File: config.mk
export PLATFORM = sky130hd
export DESIGN_NAME = stage_4_accumulate_flat
export DESIGN_NICKNAME = d
export VERILOG_FILES = /design/src/rtl/stage_4_accumulate_if.sv /design/src/rtl/stage_4_accumulate.sv /design/src/flat_wrapper.sv
export SDC_FILE = /design/constraint.sdc
export NUM_CORES = 1
export LEC_CHECK = 0
export CORE_UTILIZATION = 65
export DETAILED_ROUTE_END_ITERATION = 6
export PLACE_DENSITY_LB_ADDON = 0.2
export SLEW_MARGIN = 20
export SYNTH_ARGS = -nofsm -noshare
export SYNTH_HDL_FRONTEND = slang
export SYNTH_SLANG_ARGS = --single-unit
File: constraint.sdc
create_clock -name clk -period 74.6 [get_ports clk]
set_input_delay 14.92 -clock clk [delete_from_list [all_inputs] [get_ports clk]]
set_output_delay 14.92 -clock clk [all_outputs]
set_load 0.02 [all_outputs]
File: src/rtl/stage_4_accumulate_if.sv
// Handshake and data bundle from stage_3 (master) to the stage_4 accumulator (slave).
interface stage_4_accumulate_if #(
  parameter int FLOAT_DATA_WIDTH = 32
);
  logic                        start;
  logic [FLOAT_DATA_WIDTH-1:0] to_add_one;
  logic [FLOAT_DATA_WIDTH-1:0] to_add_two;
  logic [FLOAT_DATA_WIDTH-1:0] result;
  logic                        done;
  logic                        busy;
  logic                        overrun;

  modport master (output start, to_add_one, to_add_two, input result, done, busy, overrun);
  modport slave  (input start, to_add_one, to_add_two, output result, done, busy, overrun);
endinterface

File: src/rtl/stage_4_accumulate.sv
// Accumulates N_TERMS (a+b) pair sums from stage_3 into one IEEE-754 single result,
// using one shared pipelined fp adder and a single-entry hold buffer for incoming pairs.
module stage_4_accumulate #(
  parameter int         FLOAT_DATA_WIDTH = 32,
  parameter logic [9:0] ADD_LATENCY      = 10'd7,
  parameter logic [7:0] N_TERMS          = 8'd4
) (
  input logic                 clk,
  input logic                 rst,
  input logic                 clk_en,
  stage_4_accumulate_if.slave bus
);
  localparam int W   = FLOAT_DATA_WIDTH;
  localparam int LAT = int'(ADD_LATENCY);

  typedef enum logic [2:0] {S_IDLE, S_ADD_PAIR, S_ACCUM, S_WAIT, S_DONE} state_t;

  state_t           state_reg;
  logic [W-1:0]     buf_a_reg;
  logic [W-1:0]     buf_b_reg;
  logic             buf_full_reg;
  logic [W-1:0]     acc_reg;
  logic [W-1:0]     sum_reg;
  logic [W-1:0]     result_reg;
  logic             done_reg;
  logic             busy_reg;
  logic             overrun_reg;
  logic [9:0]       lat_cnt_reg;
  logic [7:0]       pair_cnt_reg;
  logic [W-1:0]     add_a;
  logic [W-1:0]     add_b;
  logic [W-1:0]     add_out;
  logic [LAT*W-1:0] pipe_reg;
  logic [LAT*W-1:0] pipe_next;
  logic             take_pair;

  // Round-to-nearest-even single-precision add; NaN/Inf operands pass through untouched.
  function automatic logic [31:0] fp_sum(input logic [31:0] x, input logic [31:0] y);
    logic [31:0] a;
    logic [31:0] b;
    logic [26:0] ma;
    logic [26:0] mb;
    logic [27:0] s;
    logic [24:0] m;
    logic        rnd;
    int          e;
    int          d;
    a = x;
    b = y;
    if (x[30:0] < y[30:0]) begin
      a = y;
      b = x;
    end
    if (&a[30:23]) begin
      if (&b[30:23] && a[22:0] == 23'd0 && a[31] != b[31]) return 32'h7FC0_0000;
      return a;
    end
    ma = {|a[30:23], a[22:0], 3'b000};
    mb = {|b[30:23], b[22:0], 3'b000};
    e  = (a[30:23] == 8'd0) ? 1 : int'(a[30:23]);
    d  = e - ((b[30:23] == 8'd0) ? 1 : int'(b[30:23]));
    // Bits shifted out of the smaller operand collapse into a sticky lsb.
    if (d > 26) mb = {26'd0, |mb};
    else        mb = (mb >> d) | {26'd0, |(mb & ((27'd1 << d) - 27'd1))};
    if (a[31] == b[31]) s = {1'b0, ma} + {1'b0, mb};
    else                s = {1'b0, ma} - {1'b0, mb};
    if (s == 28'd0) return {a[31] & b[31], 31'd0};
    if (s[27]) begin
      s = {1'b0, s[27:2], s[1] | s[0]};
      e = e + 1;
    end else begin
      for (int i = 0; i < 26; i++) begin
        if (!s[26] && e > 1) begin
          s = s << 1;
          e = e - 1;
        end
      end
    end
    rnd = s[2] & (s[3] | s[1] | s[0]);
    m   = {1'b0, s[26:3]} + {24'd0, rnd};
    if (m[24]) begin
      m = m >> 1;
      e = e + 1;
    end
    if (e >= 255) return {a[31], 8'hFF, 23'd0};
    return {a[31], (m[23] ? e[7:0] : 8'd0), m[22:0]};
  endfunction

  // Pair operands are presented straight from the buffer on the cycle the FSM takes them.
  always_comb begin
    add_a = buf_a_reg;
    add_b = buf_b_reg;
    if (state_reg == S_ACCUM) begin
      add_a = acc_reg;
      add_b = sum_reg;
    end
  end

  if (LAT == 1) begin : g_single
    assign pipe_next = fp_sum(add_a, add_b);
  end else begin : g_deep
    assign pipe_next = {pipe_reg[(LAT-1)*W-1:0], fp_sum(add_a, add_b)};
  end

  always_ff @(posedge clk or negedge rst) begin
    if (!rst) pipe_reg <= '0;
    else if (clk_en) pipe_reg <= pipe_next;
  end

  assign add_out   = pipe_reg[LAT*W-1 -: W];
  assign take_pair = buf_full_reg && (state_reg == S_IDLE || state_reg == S_WAIT);

  always_ff @(posedge clk or negedge rst) begin
    if (!rst) begin
      state_reg    <= S_IDLE;
      buf_a_reg    <= '0;
      buf_b_reg    <= '0;
      buf_full_reg <= 1'b0;
      acc_reg      <= '0;
      sum_reg      <= '0;
      result_reg   <= '0;
      done_reg     <= 1'b0;
      busy_reg     <= 1'b0;
      overrun_reg  <= 1'b0;
      lat_cnt_reg  <= '0;
      pair_cnt_reg <= '0;
    end else if (clk_en) begin
      done_reg <= 1'b0;
      // A pair leaving the buffer this cycle frees the slot for a simultaneous start.
      if (bus.start) begin
        if (!buf_full_reg || take_pair) begin
          buf_a_reg    <= bus.to_add_one;
          buf_b_reg    <= bus.to_add_two;
          buf_full_reg <= 1'b1;
        end else begin
          overrun_reg <= 1'b1;
        end
      end else if (take_pair) begin
        buf_full_reg <= 1'b0;
      end
      case (state_reg)
        S_IDLE, S_WAIT: begin
          if (buf_full_reg) begin
            state_reg   <= S_ADD_PAIR;
            busy_reg    <= 1'b1;
            lat_cnt_reg <= '0;
          end
        end
        S_ADD_PAIR: begin
          if (lat_cnt_reg == ADD_LATENCY - 10'd1) begin
            sum_reg     <= add_out;
            lat_cnt_reg <= '0;
            state_reg   <= S_ACCUM;
          end else begin
            lat_cnt_reg <= lat_cnt_reg + 10'd1;
          end
        end
        // One extra cycle here: the acc+sum operands are only valid once sum_reg is loaded.
        S_ACCUM: begin
          if (lat_cnt_reg == ADD_LATENCY) begin
            lat_cnt_reg <= '0;
            if (pair_cnt_reg == N_TERMS - 8'd1) begin
              result_reg   <= add_out;
              acc_reg      <= '0;
              pair_cnt_reg <= '0;
              state_reg    <= S_DONE;
            end else begin
              acc_reg      <= add_out;
              pair_cnt_reg <= pair_cnt_reg + 8'd1;
              state_reg    <= S_WAIT;
            end
          end else begin
            lat_cnt_reg <= lat_cnt_reg + 10'd1;
          end
        end
        S_DONE: begin
          done_reg  <= 1'b1;
          busy_reg  <= 1'b0;
          state_reg <= S_IDLE;
        end
        default: state_reg <= S_IDLE;
      endcase
    end
  end

  assign bus.result  = result_reg;
  assign bus.done    = done_reg;
  assign bus.busy    = busy_reg;
  assign bus.overrun = overrun_reg;
endmodule

File: src/flat_wrapper.sv
// flat-port wrapper written by rule: the top's interface ports become plain ports
module stage_4_accumulate_flat 
#(
  parameter int         FLOAT_DATA_WIDTH = 32,
  parameter logic [9:0] ADD_LATENCY      = 10'd7,
  parameter logic [7:0] N_TERMS          = 8'd4
)
  (clk, rst, clk_en, bus_start, bus_to_add_one, bus_to_add_two, bus_result, bus_done, bus_busy, bus_overrun);
  stage_4_accumulate_if #(.FLOAT_DATA_WIDTH(FLOAT_DATA_WIDTH)) bus_i ();
  input logic clk;
  input logic rst;
  input logic clk_en;
  input wire logic [$bits(bus_i.start)-1:0] bus_start;
  input wire logic [$bits(bus_i.to_add_one)-1:0] bus_to_add_one;
  input wire logic [$bits(bus_i.to_add_two)-1:0] bus_to_add_two;
  output wire logic [$bits(bus_i.result)-1:0] bus_result;
  output wire logic [$bits(bus_i.done)-1:0] bus_done;
  output wire logic [$bits(bus_i.busy)-1:0] bus_busy;
  output wire logic [$bits(bus_i.overrun)-1:0] bus_overrun;
  assign bus_i.start = bus_start;
  assign bus_i.to_add_one = bus_to_add_one;
  assign bus_i.to_add_two = bus_to_add_two;
  assign bus_result = bus_i.result;
  assign bus_done = bus_i.done;
  assign bus_busy = bus_i.busy;
  assign bus_overrun = bus_i.overrun;
  stage_4_accumulate #(.FLOAT_DATA_WIDTH(FLOAT_DATA_WIDTH), .ADD_LATENCY(ADD_LATENCY), .N_TERMS(N_TERMS)) u_core (.clk(clk), .rst(rst), .clk_en(clk_en), .bus(bus_i));
endmodule
Yosys cells after proc, flatten, opt, wreduce, memory -nomap -nowiden
Cells that the tools add are included.
{"block": "totals", "register_bits": 409, "input_bits": 68, "out_inout_bits": 35, "elab_cells": 440}
{"block": "classes", "n_addsub": 35, "order_cmp": 29, "eq_ne": 13, "n_shift": 2, "n_mux": 258, "bitwise": 8, "reduce_logical": 82}
{"cell": "2-to-1 mux 32 bit", "count": 120}
{"cell": "2-to-1 mux 27 bit", "count": 106}
{"cell": "> comparator 32 x 2 -> 1 bit (second input constant)", "count": 26}
{"cell": "subtractor 32 x 2 -> 32 bit (second input constant)", "count": 26}
{"cell": "2-to-1 mux 24 bit", "count": 3}
{"cell": "adder 32 x 2 -> 32 bit (second input constant)", "count": 2}
{"cell": "2-to-1 mux 28 bit", "count": 2}
{"cell": "greater-or-equal comparator 32 x 9 -> 1 bit (second input constant)", "count": 1}
{"cell": "> comparator 32 x 6 -> 1 bit (second input constant)", "count": 1}
{"cell": "2-to-1 mux 8 bit", "count": 4}
{"cell": "<< shifter 1 x 32 -> 27 bit (first input constant)", "count": 1}
{"cell": ">> shifter 27 x 32 -> 27 bit", "count": 1}
{"cell": "subtractor 32 bit", "count": 1}
{"cell": "< comparator 31 bit", "count": 1}
{"cell": "OR reduction 31 bit", "count": 1}
{"cell": "2-to-1 mux 10 bit", "count": 3}
{"cell": "case mux 10 bit (3 select lines)", "count": 1}
{"cell": "logical AND 1 bit", "count": 29}
{"cell": "adder 27 x 27 -> 28 bit", "count": 1}
{"cell": "logical NOT 28 bit", "count": 1}
{"cell": "subtractor 27 x 27 -> 28 bit", "count": 1}
{"cell": "bitwise AND 27 bit", "count": 1}
{"cell": "logical NOT 1 bit", "count": 27}
{"cell": "bitwise OR 27 x 1 -> 27 bit", "count": 1}
{"cell": "other kinds (32)", "count": 66}

Longest topological paths before layout
{"block": "depth", "depth_word": 187, "depth_mapped": 281}

Least setup slack after synthesis
No wires, ideal clock.
{"block": "synth_timing", "path_kind": "register to register", "start": "reg u_core.state_reg[0]", "end": "reg u_core.pipe_reg[22]", "setup_time_ps": 121, "arrival_ps": 60290, "path_slack_ps": 14189, "path_stages_with_launch": 274, "path_buffers": 65, "path_cell_list": "dfrtp_1 -> buf_2 -> nor3b_4 -> buf_2 -> buf_8 -> buf_2 -> buf_1 -> buf_1 -> mux2i_1 -> ha_1 -> nand3_1 -> nor4_2 -> o2111ai_1 -> or4_1 -> or2_1 -> buf_4 -> nand2_8 -> buf_12 -> (+238 left out) -> inv_1 -> o2111a_1 -> a31oi_2 -> buf_2 -> buf_6 -> mux2i_1 -> mux2i_1 -> nor2_1 -> ha_1 -> o21ai_0 -> or4_4 -> nor4_2 -> buf_4 -> nand3_1 -> xnor2_1 -> o41ai_4 -> o21ba_1 -> o22a_1"}
{"block": "synth_via", "elab_chain_len": 187, "elab_cells_between_ends": 376}
{"item": "from (decl)", "line_no": "stage_4_accumulate.sv:18", "text": "state_t state_reg;"}
{"item": "from (signal assigned)", "line_no": "stage_4_accumulate.sv:115", "text": "state_reg <= S_IDLE;"}
{"item": "from (signal assigned)", "line_no": "stage_4_accumulate.sv:144", "text": "state_reg <= S_ADD_PAIR;"}
{"item": "from (signal assigned)", "line_no": "stage_4_accumulate.sv:153", "text": "state_reg <= S_ACCUM;"}
{"item": "== test 3 x 2 -> 1 bit (*)", "line_no": "stage_4_accumulate.sv:93", "text": "if (state_reg == S_ACCUM) begin"}
{"item": "2-to-1 mux 32 bit", "line_no": "stage_4_accumulate.sv:93"}
{"item": "< comparator 31 bit", "line_no": "stage_4_accumulate.sv:50", "text": "if (x[30:0] < y[30:0]) begin"}
{"item": "2-to-1 mux 32 bit", "line_no": "stage_4_accumulate.sv:50"}
{"item": "logical NOT 8 bit (on tied branches)", "line_no": "stage_4_accumulate.sv:60, stage_4_accumulate.sv:61"}
{"item": "2-to-1 mux 8 bit (on tied branches)", "line_no": "stage_4_accumulate.sv:60, stage_4_accumulate.sv:61"}
{"item": "subtractor 32 bit", "line_no": "stage_4_accumulate.sv:61", "text": "d = e - ((b[30:23] == 8'd0) ? 1 : int'(b[30:23]));"}
{"item": "<< shifter 1 x 32 -> 27 bit", "line_no": "stage_4_accumulate.sv:64", "text": "else mb = (mb >> d) | {26'd0, |(mb & ((27'd1 << d) - 27'd1))};"}
{"item": "(+171 left out)"}
{"item": "2-to-1 mux 32 bit", "line_no": "stage_4_accumulate.sv:58", "text": "ma = {|a[30:23], a[22:0], 3'b000};"}
{"item": "greater-or-equal comparator 32 x 9 -> 1 bit", "line_no": "stage_4_accumulate.sv:85", "text": "if (e >= 255) return {a[31], 8'hFF, 23'd0};"}
{"item": "2-to-1 mux 1 bit", "line_no": "stage_4_accumulate.sv:85"}
{"item": "2-to-1 mux 1 bit", "line_no": "stage_4_accumulate.sv:68", "text": "if (s[27]) begin"}
{"item": "2-to-1 mux 1 bit", "line_no": "stage_4_accumulate.sv:58"}
{"item": "2-to-1 mux 32 bit", "line_no": "stage_4_accumulate.sv:86", "text": "return {a[31], (m[23] ? e[7:0] : 8'd0), m[22:0]};"}
{"item": "2-to-1 mux 32 bit", "line_no": "stage_4_accumulate.sv:68"}
{"item": "2-to-1 mux 32 bit (*)", "line_no": "stage_4_accumulate.sv:58"}
{"item": "to (signal assigned)", "line_no": "stage_4_accumulate.sv:107", "text": "else if (clk_en) pipe_reg <= pipe_next;"}
{"item": "to (decl)", "line_no": "stage_4_accumulate.sv:33", "text": "logic [LAT*W-1:0] pipe_reg;"}
Mark *: on every way between the ends. The rest lies on a longest branch, timed or not. The select of a mux whose other input is x is not followed.
A chain may end at the register's enable or synchronous reset.

Final worst setup path
{"block": "layout_timing", "start": "reg u_core.state_reg[2]", "end": "reg u_core.pipe_reg[22]"}
Same word-level chain as after synthesis.

==> flow_summary.rst <==
.. list-table::
   :header-rows: 1

   * - Metric
     - Value
   * - Signed area change from the synthesized netlist to the final layout
     - 5.336%
   * - First-iteration detailed-routing DRC count
     - 4921
   * - Remaining Overflow, GRT
     - 0
   * - CP Class
     - register to register
   * - Relative slew margins
     - between 10% and 20%
   * - Post-synthesis async set-or-reset flop share
     - 100.0%
   * - Cell count after synthesis
     - 5626
   * - Via count of the routed design
     - 44570
   * - Ratio of routed vias to standard cells
     - 6.851
   * - Number of fill cells
     - 5822
   * - Max Fanout on Critical Path
     - 89
   * - Worst hold endpoint
     - u_core.pair_cnt_reg[7]
   * - Type of destination of the critical path
     - register
   * - Final wirelength
     - 143.9 mm
   * - Number of standard-cell rows in the floorplan
     - 98
   * - Count of TritonRoute iterations in the first routing pass
     - 7
   * - Final setup violation count
     - 0
   * - Count of cells along the worst register-to-register path
     - 229
   * - Netlist Area Pre-Place
     - 47300 um2
   * - H-tree depth reported by CTS
     - 2
   * - EDFF count, synth
     - 0
   * - Critical Path Max Stage Delay
     - 1.00 ns
   * - FF-to-FF setup slack
     - between 9 and 10 ns
   * - Netlist cell types
     - 185
   * - Max cap viols
     - 0
   * - Hold Fails Final Rpt
     - 0
   * - Die span in x
     - 271.8 um
   * - Number of warnings issued by yosys
     - 0
   * - Data required time at the worst endpoint
     - around 75 ns
   * - Number of global-route vias before repair
     - between 40000 and 50000
   * - Ranking of synthesized cells by area
     - dfrtp_1 (22%), mux2i_1 (11%), mux2_2 (10%)
   * - Count of buffers from port buffering
     - 102
   * - Beginning of the worst hold path
     - u_core.pair_cnt_reg[7]
   * - Top post-synthesis cells by count
     - nand2_1 (652), mux2i_1 (528), nor2_1 (469)
   * - Avg WL per Cell
     - 22.12 um
   * - Type of the most critical hold path
     - register to register
   * - Clock latency reported for the late side of the worst-skew pair
     - 0.55 ns
   * - Average footprint of a synthesized cell
     - 8.407 um2
   * - Number of buffers on the longest clock path
     - 3
   * - Starting Density
     - approximately 66%
   * - Number of storage elements in the synthesis netlist
     - approximately 400
   * - Unrepaired setup endpoints after global routing
     - no
   * - Antenna violations before repair
     - 0
   * - Post-CTS Setup Bufs
     - 0
   * - Gp weighted congestion
     - 1.084
   * - Quantity of hold-fixing buffers added after cts
     - 0
   * - FF-to-FF Start
     - u_core.state_reg[2]
   * - Count of unresolved DRC violations after routing
     - 3
   * - Post-DP HPWL
     - 109.4 mm
   * - GRT Util Overall
     - a little under two fifths
   * - Sort of element at the start of the critical path
     - register
   * - Crit-path most repeated cell
     - ha_1
   * - CTS tree
     - done
   * - Share of the cycle needed by the critical path after routing
     - between 80% and 90%
   * - Pin count of the biggest net entering global routing
     - 180
   * - Total die area
     - 73850 um2
   * - Violations in the final reports
     - DRC
   * - Clk slew on worst S/H paths
     - about 0.070 ns
   * - Post-layout minimum cycle time
     - 65.34 ns
   * - Resized cells post-CTS
     - 0
   * - Sum of buffers and inverters on the critical path
     - 30
   * - Clk_skew
     - between 0.02 and 0.03 ns
   * - CTS Root Cell
     - clkbuf_16
   * - Ports
     - roughly 100
   * - Outcome
     - complete, but fails checks
   * - Most frequently used cell type in the post-synthesis netlist
     - nand2_1
   * - Max FFs per register
     - approximately 220
   * - Final-stage net count
     - between 5000 and 6000
   * - Wire length of the first global-routing pass
     - ~230 mm
   * - RR Endpoint
     - u_core.pipe_reg[22]
   * - Sequential area share after synthesis
     - 21.64%
   * - Prevailing post-synth register cell
     - dfrtp_1
   * - Top cell type by total area after synthesis
     - dfrtp_1
   * - Slowest-stage cell, CP
     - o41ai_4
   * - Total CTS buffers
     - 35
   * - Count of antenna-violating nets left after detailed routing
     - 0
   * - Layout cell share with drive strength beyond 1
     - 15.71%
   * - Actual transition at the worst max-transition pin
     - 1.180 ns
   * - CTS sink cnt
     - 409
   * - Fraction of synthesized cell area taken by the top area cell type
     - 21.64%
   * - Worst Hold Path Cells
     - 1
   * - Max Clk Rate
     - 15.30 MHz
   * - Cell family with most CP delay
     - simple AND/OR/NAND/NOR gates
   * - Placeable Area
     - a little over 70000 um2
   * - Synthesized netlist net count
     - 5836
   * - N_diodes
     - 0
   * - Chip Height
     - 271.8 um
   * - Final Max Slew Viols
     - 0
   * - CP arrival
     - 65.78 ns
   * - Fin Setup TNS
     - 0 ns
## cell type report
class	count	area, um2	share of cell area, %
Tap cell	950	1189	2.386
Sequential cell	409	10230	20.54
Timing Repair Buffer	175	1632	3.275
Multi-Input combinational cell	4717	34910	70.07
Clock inverter	12	138.9	0.2788
Inverter	194	728.2	1.462
Clock buffer	49	988.4	1.984
## metal layers
metal  part of all wire, %  vias up  GRT usage (%)
met1                    42    21392          49.76
li1                      -    20810              -
met2                    46     1950          60.62
met4                   6.0        0          19.99
met3                   6.5      418          3.989
met5                     0        -              0
## stage by stage
step | setup slack [ns] | util (%) | hold WS, ns | cell area, um2 | instances
after global routing | 3.857 | 69.45 | 0.5058 | 49820 | 6506
after CTS | 8.884 | 69.32 | 0.4762 | 49730 | 6503
after floorplan | 14.19 | - | 0.4456 | 47300 | 5626
final | 9.260 | 69.45 | 0.4776 | 49820 | 6506
after detailed placement | 9.028 | 67.75 | 0.4658 | 48600 | 6442
after global placement | 11.37 | 67.75 | 0.4627 | 48600 | 6442
## worst max-delay path by stage
stage                             start             endpoint  slack [ns]  depth (start not counted)
finish              u_core.state_reg[2]  u_core.pipe_reg[22]        9.26                        229
global route        u_core.state_reg[2]  u_core.pipe_reg[19]        3.86                        229
CTS                 u_core.state_reg[2]  u_core.pipe_reg[22]        8.88                        230
detailed placement  u_core.state_reg[2]  u_core.pipe_reg[22]        9.03                        230
global placement    u_core.state_reg[2]  u_core.pipe_reg[22]       11.37                        229
floorplan           u_core.state_reg[0]  u_core.pipe_reg[22]       14.19                        273
## cell families after synthesis
| kind of cell | count (synthesis) | synth area share [%] |
|---|---|---|
| and+or+nand+nor | 1905 | 19.90 |
| xor gates and xnor gates | 180 | 3.468 |
| DFF | 409 | 21.64 |
| adders and majority gates | 147 | 3.910 |
| muxes | 988 | 22.68 |
| AOI/OAI and AO/OA | 1497 | 23.45 |
| buffers and inverters | 500 | 4.947 |
## worst reg2reg max path: cells and delay by family, from the launching register on
kind	cells	cell delay, ns
flip-flops	1	0.54
XOR/XNOR	15	4.48
AO/OA/AOI/OAI	67	20.34
AND/OR/NAND/NOR	77	21.06
multiplexers	10	3.85
adder cells (fa/ha/maj)	30	8.63
buffers and inverters	30	6.36
## cell usage in the layout (no fill, tap or decap), types with 68 or more instances in the layout
cell	n
a21oi_1	309
a31oi_1	68
buf_4	69
clkdlybuf4s50_1	100
dfrtp_1	409
ha_1	138
inv_1	187
mux2_2	421
mux2i_1	528
nand2_1	652
nand3_1	134
nor2_1	467
nor3_1	113
o21ai_0	308
xnor2_1	118
Power is left out: the tool's default activity adds up to more than one toggle a clock period on the data nets, which glitch-free logic cannot reach.
